[config.mk]
export PLATFORM = sky130hd
export DESIGN_NAME = hist_bin_reader
export DESIGN_NICKNAME = d
export VERILOG_FILES = /design/src/rtl/hist_bin_reader_pkg.sv /design/src/rtl/hist_peak_track.sv /design/src/rtl/hist_bin_reader.sv
export SDC_FILE = /design/constraint.sdc
export NUM_CORES = 1
export LEC_CHECK = 0
export BUFFER_PORTS_ARGS = -buffer_cell sky130_fd_sc_hd__buf_2
export CORE_AREA = 10 10 88 90
export CTS_CLUSTER_SIZE = 40
export DETAILED_ROUTE_END_ITERATION = 8
export DIE_AREA = 0 0 98 100
export PLACE_DENSITY = 0.92
export SKIP_LAST_GASP = 1
export SYNTH_ARGS = -nofsm -noshare
export SYNTH_HDL_FRONTEND = slang
export SYNTH_SLANG_ARGS = --single-unit
export TNS_END_PERCENT = 5
[constraint.sdc]
create_clock -name i_clk -period 8.2 [get_ports i_clk]
set_input_delay 1.64 -clock i_clk [delete_from_list [all_inputs] [get_ports i_clk]]
set_output_delay 1.64 -clock i_clk [all_outputs]
set_load 0.005 [all_outputs]
[src/rtl/hist_bin_reader_pkg.sv]
// Purpose: shared jet-finding constants and the scan FSM state type.
// Latency: n/a (declarations only).
// Backpressure: n/a.
package hist_bin_reader_pkg;

    localparam int NBINS  = 32;
    localparam int ETA_W  = 5;
    localparam int PT_W   = 9;
    localparam int NTRX_W = 5;
    localparam int NX_W   = 4;
    localparam int SUM_W  = 11;

    typedef enum logic [1:0] {
        IDLE  = 2'd0,
        SCAN  = 2'd1,
        DRAIN = 2'd2,
        DONE  = 2'd3
    } state_t;

endpackage

[src/rtl/hist_peak_track.sv]
// Purpose: 3-bin sliding-window pT sum over the bin stream, keeps the best window.
// Latency: window for centre c is judged when bin c+1 arrives (last centre one cycle after the last bin); result registered.
// Backpressure: none; consumes one bin per cycle whenever i_vld is high.
//
// Ports: i_clk/i_reset clock and sync reset; i_clear re-arms the tracker at scan start;
//        i_vld/i_eta/i_pt bin stream; o_peak_eta/o_peak_sum best window so far.
module hist_peak_track
    import hist_bin_reader_pkg::*;
#(
    parameter int NBINS = hist_bin_reader_pkg::NBINS
) (
    input  logic             i_clk,
    input  logic             i_reset,
    input  logic             i_clear,
    input  logic             i_vld,
    input  logic [ETA_W-1:0] i_eta,
    input  logic [PT_W-1:0]  i_pt,
    output logic [ETA_W-1:0] o_peak_eta,
    output logic [SUM_W-1:0] o_peak_sum
);

    localparam logic [ETA_W-1:0] LAST_ETA = ETA_W'(NBINS - 1);

    logic [PT_W-1:0]  r_pt_c;     // pt of the most recent bin (window centre)
    logic [PT_W-1:0]  r_pt_l;     // pt of the bin before it (left neighbour)
    logic             r_flush;    // cycle after the last bin: judge the final centre
    logic [SUM_W-1:0] r_best_sum;
    logic [ETA_W-1:0] r_best_eta;

    logic             w_eval;
    logic [PT_W-1:0]  w_right;
    logic [SUM_W-1:0] w_sum;
    logic [ETA_W-1:0] w_centre;

    // Bin 0 has no left neighbour to complete, so it only primes the window.
    assign w_eval   = (i_vld && (i_eta != '0)) || r_flush;
    // In the flush cycle the right neighbour lies beyond the last bin and counts as 0.
    assign w_right  = i_vld ? i_pt : '0;
    assign w_sum    = SUM_W'(r_pt_l) + SUM_W'(r_pt_c) + SUM_W'(w_right);
    assign w_centre = r_flush ? LAST_ETA : ETA_W'(i_eta - 1'b1);

    always_ff @(posedge i_clk) begin
        if (i_reset || i_clear) begin
            r_pt_c     <= '0;
            r_pt_l     <= '0;
            r_flush    <= 1'b0;
            r_best_sum <= '0;
            r_best_eta <= '0;
        end else begin
            if (i_vld) begin
                r_pt_l <= r_pt_c;
                r_pt_c <= i_pt;
            end
            r_flush <= i_vld && (i_eta == LAST_ETA);
            // Strictly greater only: on a tie the earlier (lower eta) centre is kept.
            if (w_eval && (w_sum > r_best_sum)) begin
                r_best_sum <= w_sum;
                r_best_eta <= w_centre;
            end
        end
    end

    assign o_peak_eta = r_best_eta;
    assign o_peak_sum = r_best_sum;

endmodule

[src/rtl/hist_bin_reader.sv]
// Purpose: scans all eta bins of the histogram after each event, streams bin records and reports the best 3-bin window.
// Latency: readeta=k one cycle after start+k; bin k presented READ_LAT cycles after its readeta; peak READ_LAT+2 cycles after the last readeta.
// Backpressure: none; start is ignored while busy, the histogram must return data on the fixed READ_LAT schedule.
//
// Ports: i_clk, i_reset (sync, active high), i_start (end-of-event pulse);
//        i_e_tot/i_ntrx/i_xcount returned bin contents; o_clustering/o_readeta drive the histogram;
//        o_busy scan in progress; o_bin_* one bin record per cycle; o_peak_* best window, one-cycle pulse.
module hist_bin_reader
    import hist_bin_reader_pkg::*;
#(
    parameter int NBINS    = hist_bin_reader_pkg::NBINS,
    parameter int READ_LAT = 3
) (
    input  logic              i_clk,
    input  logic              i_reset,
    input  logic              i_start,
    input  logic [PT_W-1:0]   i_e_tot,
    input  logic [NTRX_W-1:0] i_ntrx,
    input  logic [NX_W-1:0]   i_xcount,
    output logic              o_clustering,
    output logic [ETA_W-1:0]  o_readeta,
    output logic              o_busy,
    output logic              o_bin_valid,
    output logic [ETA_W-1:0]  o_bin_eta,
    output logic [PT_W-1:0]   o_bin_pt,
    output logic [NTRX_W-1:0] o_bin_ntrx,
    output logic [NX_W-1:0]   o_bin_nx,
    output logic              o_peak_valid,
    output logic [ETA_W-1:0]  o_peak_eta,
    output logic [SUM_W-1:0]  o_peak_sum
);

    localparam logic [ETA_W-1:0] LAST_ADDR = ETA_W'(NBINS - 1);

    state_t                          r_state;
    state_t                          w_next;
    logic [ETA_W-1:0]                r_addr;
    logic [READ_LAT-1:0]             r_vld;   // issued-read flags travelling with the memory latency
    logic [READ_LAT-1:0][ETA_W-1:0]  r_eta;   // matching bin addresses

    logic             w_issue;
    logic             w_start_scan;
    logic             w_bin_vld;
    logic [ETA_W-1:0] w_peak_eta;
    logic [SUM_W-1:0] w_peak_sum;

    assign w_issue = (r_state == SCAN);

    always_comb begin
        w_next       = r_state;
        w_start_scan = 1'b0;
        o_clustering = 1'b0;
        o_busy       = 1'b1;
        o_peak_valid = 1'b0;
        case (r_state)
            IDLE: begin
                o_busy = 1'b0;
                if (i_start) begin
                    w_next       = SCAN;
                    w_start_scan = 1'b1;
                end
            end
            SCAN: begin
                o_clustering = 1'b1;
                if (r_addr == LAST_ADDR) begin
                    w_next = DRAIN;
                end
            end
            DRAIN: begin
                // Empty pipe means the last bin was presented last cycle and the
                // tracker is judging the final centre now.
                o_clustering = 1'b1;
                if (r_vld == '0) begin
                    w_next = DONE;
                end
            end
            DONE: begin
                o_peak_valid = 1'b1;
                w_next       = IDLE;
            end
            default: begin
                w_next = IDLE;
            end
        endcase
    end

    always_ff @(posedge i_clk) begin
        if (i_reset) begin
            r_state <= IDLE;
            r_addr  <= '0;
            r_vld   <= '0;
            r_eta   <= '0;
        end else begin
            r_state <= w_next;
            if (w_issue) begin
                r_addr <= (r_addr == LAST_ADDR) ? '0 : r_addr + 1'b1;
            end
            r_vld[0] <= w_issue;
            r_eta[0] <= r_addr;
            for (int i = 1; i < READ_LAT; i++) begin
                r_vld[i] <= r_vld[i-1];
                r_eta[i] <= r_eta[i-1];
            end
        end
    end

    // Returned data is only meaningful in the capture cycle; elsewhere it is masked.
    assign w_bin_vld   = r_vld[READ_LAT-1];
    assign o_bin_valid = w_bin_vld;
    assign o_bin_eta   = w_bin_vld ? r_eta[READ_LAT-1] : '0;
    assign o_bin_pt    = w_bin_vld ? i_e_tot  : '0;
    assign o_bin_ntrx  = w_bin_vld ? i_ntrx   : '0;
    assign o_bin_nx    = w_bin_vld ? i_xcount : '0;
    assign o_readeta   = r_addr;

    hist_peak_track #(
        .NBINS (NBINS)
    ) u_peak (
        .i_clk      (i_clk),
        .i_reset    (i_reset),
        .i_clear    (w_start_scan),
        .i_vld      (w_bin_vld),
        .i_eta      (o_bin_eta),
        .i_pt       (o_bin_pt),
        .o_peak_eta (w_peak_eta),
        .o_peak_sum (w_peak_sum)
    );

    assign o_peak_eta = o_peak_valid ? w_peak_eta : '0;
    assign o_peak_sum = o_peak_valid ? w_peak_sum : '0;

endmodule

* Yosys cells after proc, flatten, opt, wreduce, memory -nomap -nowiden
Cells that the tools add are included. Widths: inputs -> output; s select.
Storage, ports and cells: register bits after elaboration 60, bits in latches 0, RAM bits 0, bits in read-only memories 0, input port bits 21, word-level logic and storage cells 52, memories kept 0
Operators by class: add/sub/neg operators 4, multiply operators 0, div/mod/pow operators 0, magnitude comparators 1, eq/ne operators 8, shift operators 0, muxes and demuxes 18, bitwise logic cells 0, reduce and logical (&&, ||, !) cells 10
Operators by type and width (count):
- $mux 5 | 5
- $mux 9 | 2
- $add 11x9->11 | 1
- $gt 11x11->1 | 1
- $mux 11 | 1
- $add 9x9->10 | 1
- $eq 5x5->1 const B | 2
- $pmux 2 s4 | 1
- $mux 2 | 3
- $add 5x1->5 const B | 1
- $mux 1 | 5
- $reduce_bool 5->1 | 1
- $sub 5x1->5 const B | 1
- $eq 2x2->1 const B | 2
- $mux 4 | 1
- $ne 2x2->1 const B | 2
- $logic_and 1x1->1 | 3
- $logic_not 3->1 | 1
- $reduce_and 3->1 | 1
- $eq 2x1->1 const B | 1
- $logic_not 2->1 | 1
- $logic_or 1x1->1 | 2
- $ne 2x1->1 const B | 1
- $reduce_or 2->1 | 1

* Longest topological paths before layout
Gate-level depths: netlist of run 1.
depth in word-level cells 5, gate-level depth with buffers 24, mapped depth without buffers 23

* Modules after synthesis
Synthesis of run 1 repeated with hierarchy kept, for this count alone.
Unflattened totals: cells, all modules 375, area total of the unflattened synthesis 3429.5 µm²
Modules (own cells, without submodules):
- hist_peak_track | times used 1, cells an instance 251, area each 2254.7 µm²
- hist_bin_reader | times used 1, cells an instance 124, area each 1174.9 µm²

* Least setup slack after synthesis of run 1
No wires, ideal clock.
path kind input port to flip-flop, start in i_e_tot[4], end reg u_peak.r_best_sum[4], in the netlist u_peak.o_peak_sum[4], setup time 0.129 ns, arrival 4.414 ns, required time 8.071 ns, setup slack 3.657 ns, stages 16, cell sequence and2_1 > ha_1 > a21o_1 > a31o_1 > a31oi_1 > o21ai_0 > xnor2_1 > inv_1 > ha_1 > and3_1 > nand4_1 > o221ai_2 > a21oi_4 > buf_6 > mux2i_1 > nor2_1
On the way: cells in the longest elaborated chain, start to end 5
RTL lines:
- from (decl) | line hist_bin_reader.sv:17 | input logic [PT_W-1:0] i_e_tot,
- $mux 9 | line hist_bin_reader.sv:111 | assign o_bin_pt = w_bin_vld ? i_e_tot : '0;
- $mux 9 | line hist_peak_track.sv:38 | assign w_right = i_vld ? i_pt : '0;
- $add 11x9->11 | line hist_peak_track.sv:39 | assign w_sum = SUM_W'(r_pt_l) + SUM_W'(r_pt_c) + SUM_W'(w_right);
- via u_peak.w_sum[9] | line hist_peak_track.sv:32 | logic [SUM_W-1:0] w_sum;
- $gt 11x11->1 | line hist_peak_track.sv:56 | if (w_eval && (w_sum > r_best_sum)) begin
- $logic_and 1x1->1 | line hist_peak_track.sv:56
- to (signal assigned) | line hist_peak_track.sv:57 | r_best_sum <= w_sum;
- to (decl) | line hist_peak_track.sv:27 | logic [SUM_W-1:0] r_best_sum;
The timed path passes the listed nets, and every way through them passes these cells. A chain may end at the register's enable or synchronous reset.

* Worst setup path in the final report of run 1
start in i_e_tot[4], end reg u_peak.r_best_sum[2], in the netlist u_peak.o_peak_sum[2]
Same word-level chain as after synthesis.

==> metrics, run 1 <==
Final HPWL DP between 6000 and 7000 um; vias in the first global route 2941; Mean Syn Cell Area 8.934 um2; Final Cell Area about 4000 um2; final period utilization 62.45%; Clk Tree Root Cell clkbuf_8; Worst Hold End r_eta[6]; placed inst area 3872 um2; Required @ worst endpoint 8.43 ns; IO Count 69; final hold violations 0; number of synthesized register bits 60; worst skew pair latency 0.35 ns; cell leakage power 1.976 nW; Mapped Area 3493 um2; clock sinks 60; Core ar. 6132 um2; uppermost layer routed met4; GPL Wtd Cong 0.8776; met1 wire length 3023 um; sequential area share after synthesis 34.38%; RSZ-0062 raised after global routing no; critical path endpoint category flip-flop; cell taking the most area after synthesis dfxtp_1; clk_skew 0.01088 ns; slew margin rel. 51.07%; cell mode on critical path ha_1; min Tclk post-route just over 5 ns; clock buffer depth 2; YS warnings 0; Rows 29; total track usage 16.31%; top area cells in the synthesized netlist dfxtp_1 (34%), ha_1 (14%), and2_1 (6.3%); Final Setup Violations 0; die area roughly 9800 um2; met2 wire length 4259 um; largest net degree at the start of global routing 35; Overflow after GRT 0; RR Endpoint u_peak.o_peak_sum[2]; # Post-CTS Setup Buffers 0; Crit Path Max Fanout 25; clock slew at reported path FFs 0.07 ns; Post-Route WL 8063 um; Post-Synthesis Cells between 300 and 400; hold path start r_eta[1]; Worst setup SP type input pin; via count between 2000 and 3000; Starting Density 56.97%; Max Clock Freq 195.3 MHz; FF-to-FF path depth 21; CP max stage cell a21oi_4; worst path cell trace buf_2, and2_1, ha_1, a21o_1, a31o_1, a31oi_1, o21ai_0, xnor2_1, inv_1, ha_1, and3_1, nand4_1, o221ai_2, a21oi_4, mux2i_1, nor2_1; WL met3 between 500 and 600 um; H-tree depth 3; n_diodes 0; drt wl/cell between 10 and 15 um; setup TNS after final layout 0 ns; Initial DRC Count 121; pre-CTS setup slack 2.969 ns; # DRC 0; Die Y 100 um; Max Slew Vio Count 0; Resize count post-CTS 0; R2R Setup Slk 3.24 ns; Vias/cell 5.417; Util after Layout 66.17%; worst slew pin tran 0.7323 ns; status completed; CTS tree built; maximum VDD drop 0.0001484 V; # hold bufs at CTS 0; first-pass GRT wire length 13390 um; Worst Hold Depth 1; critical path arrival ~5.4 ns; Area Growth Syn to Fin 16.15%; Tot Pwr 0.0007148 W; Final WS setup ~3.1 ns; Num CTS Buffers 9; Hold Crit Class flip-flop to flip-flop; Syn Nets 454; final layout net count 521; post-synthesis cell type count between 50 and 60; initial antenna violation count 0; reg-to-reg startpoint u_peak.r_pt_c[0]; Synth top area share 34.38%; max_cap viols 0; width of the chip 98 um; remaining antenna violation count 0; max incr delay on CP 0.59 ns; First-pass DRT Iterations 4; Port Buffers 68; power per cell area approximately 180 nW/um2; share of layout cells above drive strength 1 a little over a fifth; Setup CP Type input pin to flip-flop
[critical path: cells and delay by family]
kind	cells	cell delay (ns)
adders and majority gates	2	0.69
AOI/OAI and AO/OA	6	1.71
and+or+nand+nor	4	0.59
muxes	1	0.30
xor gates and xnor gates	1	0.25
buffers and inverters	2	0.16
[power breakdown]
group	switching (W)	total [W]	leakage [nW]	internal, W
clock	0.000128	0.000249	0.0933	0.000120
sequential	0.0000121	0.000318	0.484	0.000306
combinational	0.0000843	0.000148	1.40	0.0000642
total	0.000225	0.000715	1.98	0.000490
[routing by layer]
metal  vias to the layer above  GRT usage [%]
li1                       1460              -
met1                      1352          15.79
met2                        89          30.25
met3                        24          4.533
met4                         0          9.732
met5                         -              0
[cell families (layout without fill, tap and decap cells)]
group           count (synthesis)  after routing  synth area share [%]
simple gates                  139            139                 20.63
compound gates                 69             69                 14.18
flops                          60             60                 34.38
buf+inv                        44            116                 5.300
fa+ha+maj                      42             42                 15.47
mux                            20             20                 5.766
xor+xnor                       17             17                 4.262
[sequential cells by signal (all words and copies together) (netlist names)]
register / cells
r_vld: 3
r_state: 2
r_eta: 15
u_peak.o_peak_sum: 11
o_readeta: 5
u_peak.r_pt_c: 9
u_peak.r_pt_l: 9
u_peak.o_peak_eta: 5
u_peak.r_flush: 1
[how the worst max path moves through the flow]
| stage | from | end | slack [ns] | cells after the start |
|---|---|---|---|---|
| floorplan | i_e_tot[4] | u_peak.o_peak_sum[4] | 3.66 | 16 |
| global placement | i_e_tot[4] | u_peak.o_peak_sum[4] | 3.13 | 16 |
| detailed placement | i_e_tot[4] | u_peak.o_peak_sum[2] | 2.97 | 15 |
| CTS | i_e_tot[4] | u_peak.o_peak_eta[0] | 3.13 | 16 |
| global route | i_e_tot[4] | u_peak.o_peak_eta[2] | 2.85 | 16 |
| finish | i_e_tot[4] | u_peak.o_peak_sum[2] | 3.08 | 16 |
[cells in the final DEF (no fill, tap or decap), types with 3 or more instances in the layout]
cell and n:
o21ai_0 8, and2_1 35, nor2b_1 21, or2_2 3, a311oi_1 3, inv_1 29, xor2_1 5, a21oi_1 22
nand2_1 14, a211oi_1 5, clkbuf_8 10, nand3_1 5, dfxtp_1 60, a21o_1 7, ha_1 40, nor2_1 44
mux2i_1 19, nor3_1 5, xnor2_1 12, buf_2 68, and3_1 5
[cell type report]
cell class                 instances  area (um2)
sequential                        60        1201
tap                               77       96.34
timing repair buffer              70       355.3
multi-input combinational        287        2107
clock inverter                     6       47.55
fill                             477        2074
inverter                          30       112.6
clock buffer                      10       137.6
[cell usage after synthesis, drive strengths merged]
library cell,instances
a31o,2
o41a,1
a21oi,23
or2,3
nand2b,2
a221o,1
o211a,1
mux2i,19
nor4b,1
nor2b,21
o221ai,1
dfxtp,60
o211ai,1
a31oi,1
nor2,46
ha,40
and2,35
xor2,5
nor3b,1
o21bai,3
nand4,1
o21a,2
xnor2,12
nand2,14
a21o,7
nand3,5
o22a,1
buf,5
a22oi,1
o2111ai,2
a21boi,1
o31ai,2
a311oi,4
mux2,1
fa,2
and3,5
clkbuf,9
nor3,5
inv,30
a211oi,5
o21ai,10
[metrics by stage]
stage / hold WS [ns] / std cells
floorplan: 0.4138 / 391
global placement: 0.4155 / 524
detailed placement: 0.4231 / 524
CTS: 0.4399 / 540
global route: 0.4617 / 540
finish: 0.4406 / 540
(Power assumes the default switching activity.)
==> run 2, diff against run 1 <==
Settings changed: CORE_AREA 10 10 88 90 to 10 10 91 93, DIE_AREA 0 0 98 100 to 0 0 101 103, PLACE_DENSITY 0.92 to 0.86.
Clock period 8.2 ns to 5.3 ns, I/O delays scaled along.
==> run 2 against run 1 <==
Final cell count grew 0.56%. Worst setup slack lost 2.6 ns. Flip-flop and latch count is the same. Register-to-register slack lost 2.7 ns. Global-route usage shrank 0.83 points. Via count shrank 0.85%. Hold slack lost 0.0021 ns. First-iteration DRC count grew 30%. Combinational power grew 53%. Power grew 65%. Utilization shrank 3.7 points. Critical endpoint is now u_peak.o_peak_sum[8].
==> metrics, run 2 (synthesized netlist as in run 1, its figures left out) <==
global-route track usage on met1 15.61%; Sw Ratio 28.09%; Worst Hold Depth 1; setup TNS after final layout 0 ns; # Post-CTS Setup Buffers 0; clock buffer depth 2; die area 10400 um2; Final Non-Filler Cells 543; most common cell after layout, fill and taps aside buf_2; CP max stage cell a21oi_4; largest net degree at the start of global routing 35; critical path arrival 4.99 ns; Util after Layout 62.44%; Max Clock Freq 208.1 MHz; Die Y 103 um; cell mode on critical path ha_1; IO Count 69; Starting Density 53.18%; worst skew pair latency 0.34 ns; n_diodes 0; max_cap viols 0; Comb pwr share approximately a fifth; max incr delay on CP 0.58 ns; critical path endpoint category flip-flop; # DRC 0; Required @ worst endpoint 5.49 ns; Biggest register r_eta; final hold violations 0; grt peak-use layer met2; Worst Hold End r_eta[8]; final layout net count 521; Net Switching 0.0003320 W; initial antenna violation count 0; RR Endpoint u_peak.o_peak_sum[8]; clock sinks 60; Worst setup SP type flip-flop; reg-to-reg startpoint u_peak.r_pt_c[0]; Final WS setup 0.4940 ns; clock slew at reported path FFs ~0.07 ns; vias in the first global route 3023; Overflow after GRT 0; power per cell area 288.1 nW/um2; RSZ-0062 raised after global routing no; FF-to-FF path depth 20; met2 Track Usage GR 28.55%; worst path cell trace ha_1, inv_1, fa_1, inv_1, a21o_1, a21oi_1, xnor2_1, ha_1, a21o_1, a31o_1, a31oi_1, o21ai_1, xor2_1, ha_1, and3_1, nand3_1, o221ai_2, a21oi_4, mux2i_1, nor2_1; total track usage between 15 and 20%; Core ar. 6569 um2; max reg flops 15; Area Growth Syn to Fin 17.41%; min Tclk post-route 4.806 ns; Port Buffers 68; Max Slew Vio Count 0; Clk Tree Root Cell clkbuf_8; Vias/cell 5.341; R2R Setup Slk 0.49 ns; maximum VDD drop 0.0002044 V; drt wl/cell 14.30 um; via count 2900; worst slew pin tran 1.102 ns; Top Family by Delay on Critical Path compound AO/OA/AOI/OAI gates; # hold bufs at CTS 0; Hold Crit Class flip-flop to flip-flop; remaining antenna violation count 0; most frequent cells in the layout buf_2 (68), dfxtp_1 (60), nor2_1 (44), ha_1 (40), and2_1 (35); share of layout cells above drive strength 1 20.95%; Post-Route WL 7766 um; cell leakage power 1.990 nW; first-pass GRT wire length 13190 um; H-tree depth 3; GPL Wtd Cong around 0.90; width of the chip 101 um; WHS between 0.4 and 0.5 ns; CTS tree built; Rows 30; Final HPWL DP slightly above 6000 um; Initial DRC Count 157; Crit Path Max Fanout 25; First-pass DRT Iterations 5; Int Pwr 0.0008498 W; clock share of power 39.3%; Num CTS Buffers 9; sequential fraction of design power 41.6%; Setup CP Type flip-flop to flip-flop; final period utilization 90.68%; Resize count post-CTS 0; met3 Resource Use GR 4.223%; pre-CTS setup slack 0.5459 ns; hold path start r_eta[3]; status completed; placed cell count between 500 and 600; Final Setup Violations 0; Crit path buffers/inverters 2; slew margin rel. 26.56%; clk_skew roughly 0.0090 ns
run 2: cell types whose count changed in the layout (fill, tap and decap cells not counted), sizes merged:
cell	change
clkbuf	+1
bufinv	+2
clkinv	-3
clkinvlp	+1
inv	-1
run 2: how the worst max path moves through the flow:
stage / from / endpoint / slack (ns) / depth (start not counted)
floorplan: u_peak.r_pt_c[0] / u_peak.o_peak_sum[4] / 1.30 / 22
global placement: i_e_tot[4] / u_peak.o_peak_sum[10] / 0.75 / 15
detailed placement: u_peak.r_pt_c[0] / u_peak.o_peak_sum[8] / 0.55 / 21
CTS: u_peak.r_pt_c[0] / u_peak.o_peak_sum[8] / 0.51 / 21
global route: u_peak.r_pt_c[0] / u_peak.o_peak_sum[1] / 0.08 / 21
finish: u_peak.r_pt_c[0] / u_peak.o_peak_sum[8] / 0.49 / 20
run 2: area by class of cell:
class	count	area (um2)
timing repair buffer	70	355.3
fill	557	2467
clock inverter	5	83.83
clock buffer	11	141.4
sequential	60	1201
tap	80	100.1
inverter	30	112.6
multi-input combinational	287	2107
run 2: power groups by stage:
stage,Sequential [W],Combinational [W],Clock [W]
floorplan,0.000496,0.000165,0
global placement,0.000500,0.000219,0
detailed placement,0.000503,0.000228,0
CTS,0.000492,0.000230,0.000473
global route,0.000495,0.000255,0.000491
finish,0.000492,0.000226,0.000464
run 2: layer usage:
metal	wire length, um	part of all wire, %
met3	478	6.2
met1	3142	40
met4	192	2.5
met2	3953	51
met5	0	0
run 2: per-stage QoR:
step / area, um2 / total power [W]
2_1_floorplan: 3493 / 0.0006615
3_3_place_gp: 3876 / 0.0007189
3_5_place_dp: 3876 / 0.0007312
4_1_cts: 4101 / 0.001196
5_1_grt: 4101 / 0.001241
6_report: 4101 / 0.001182
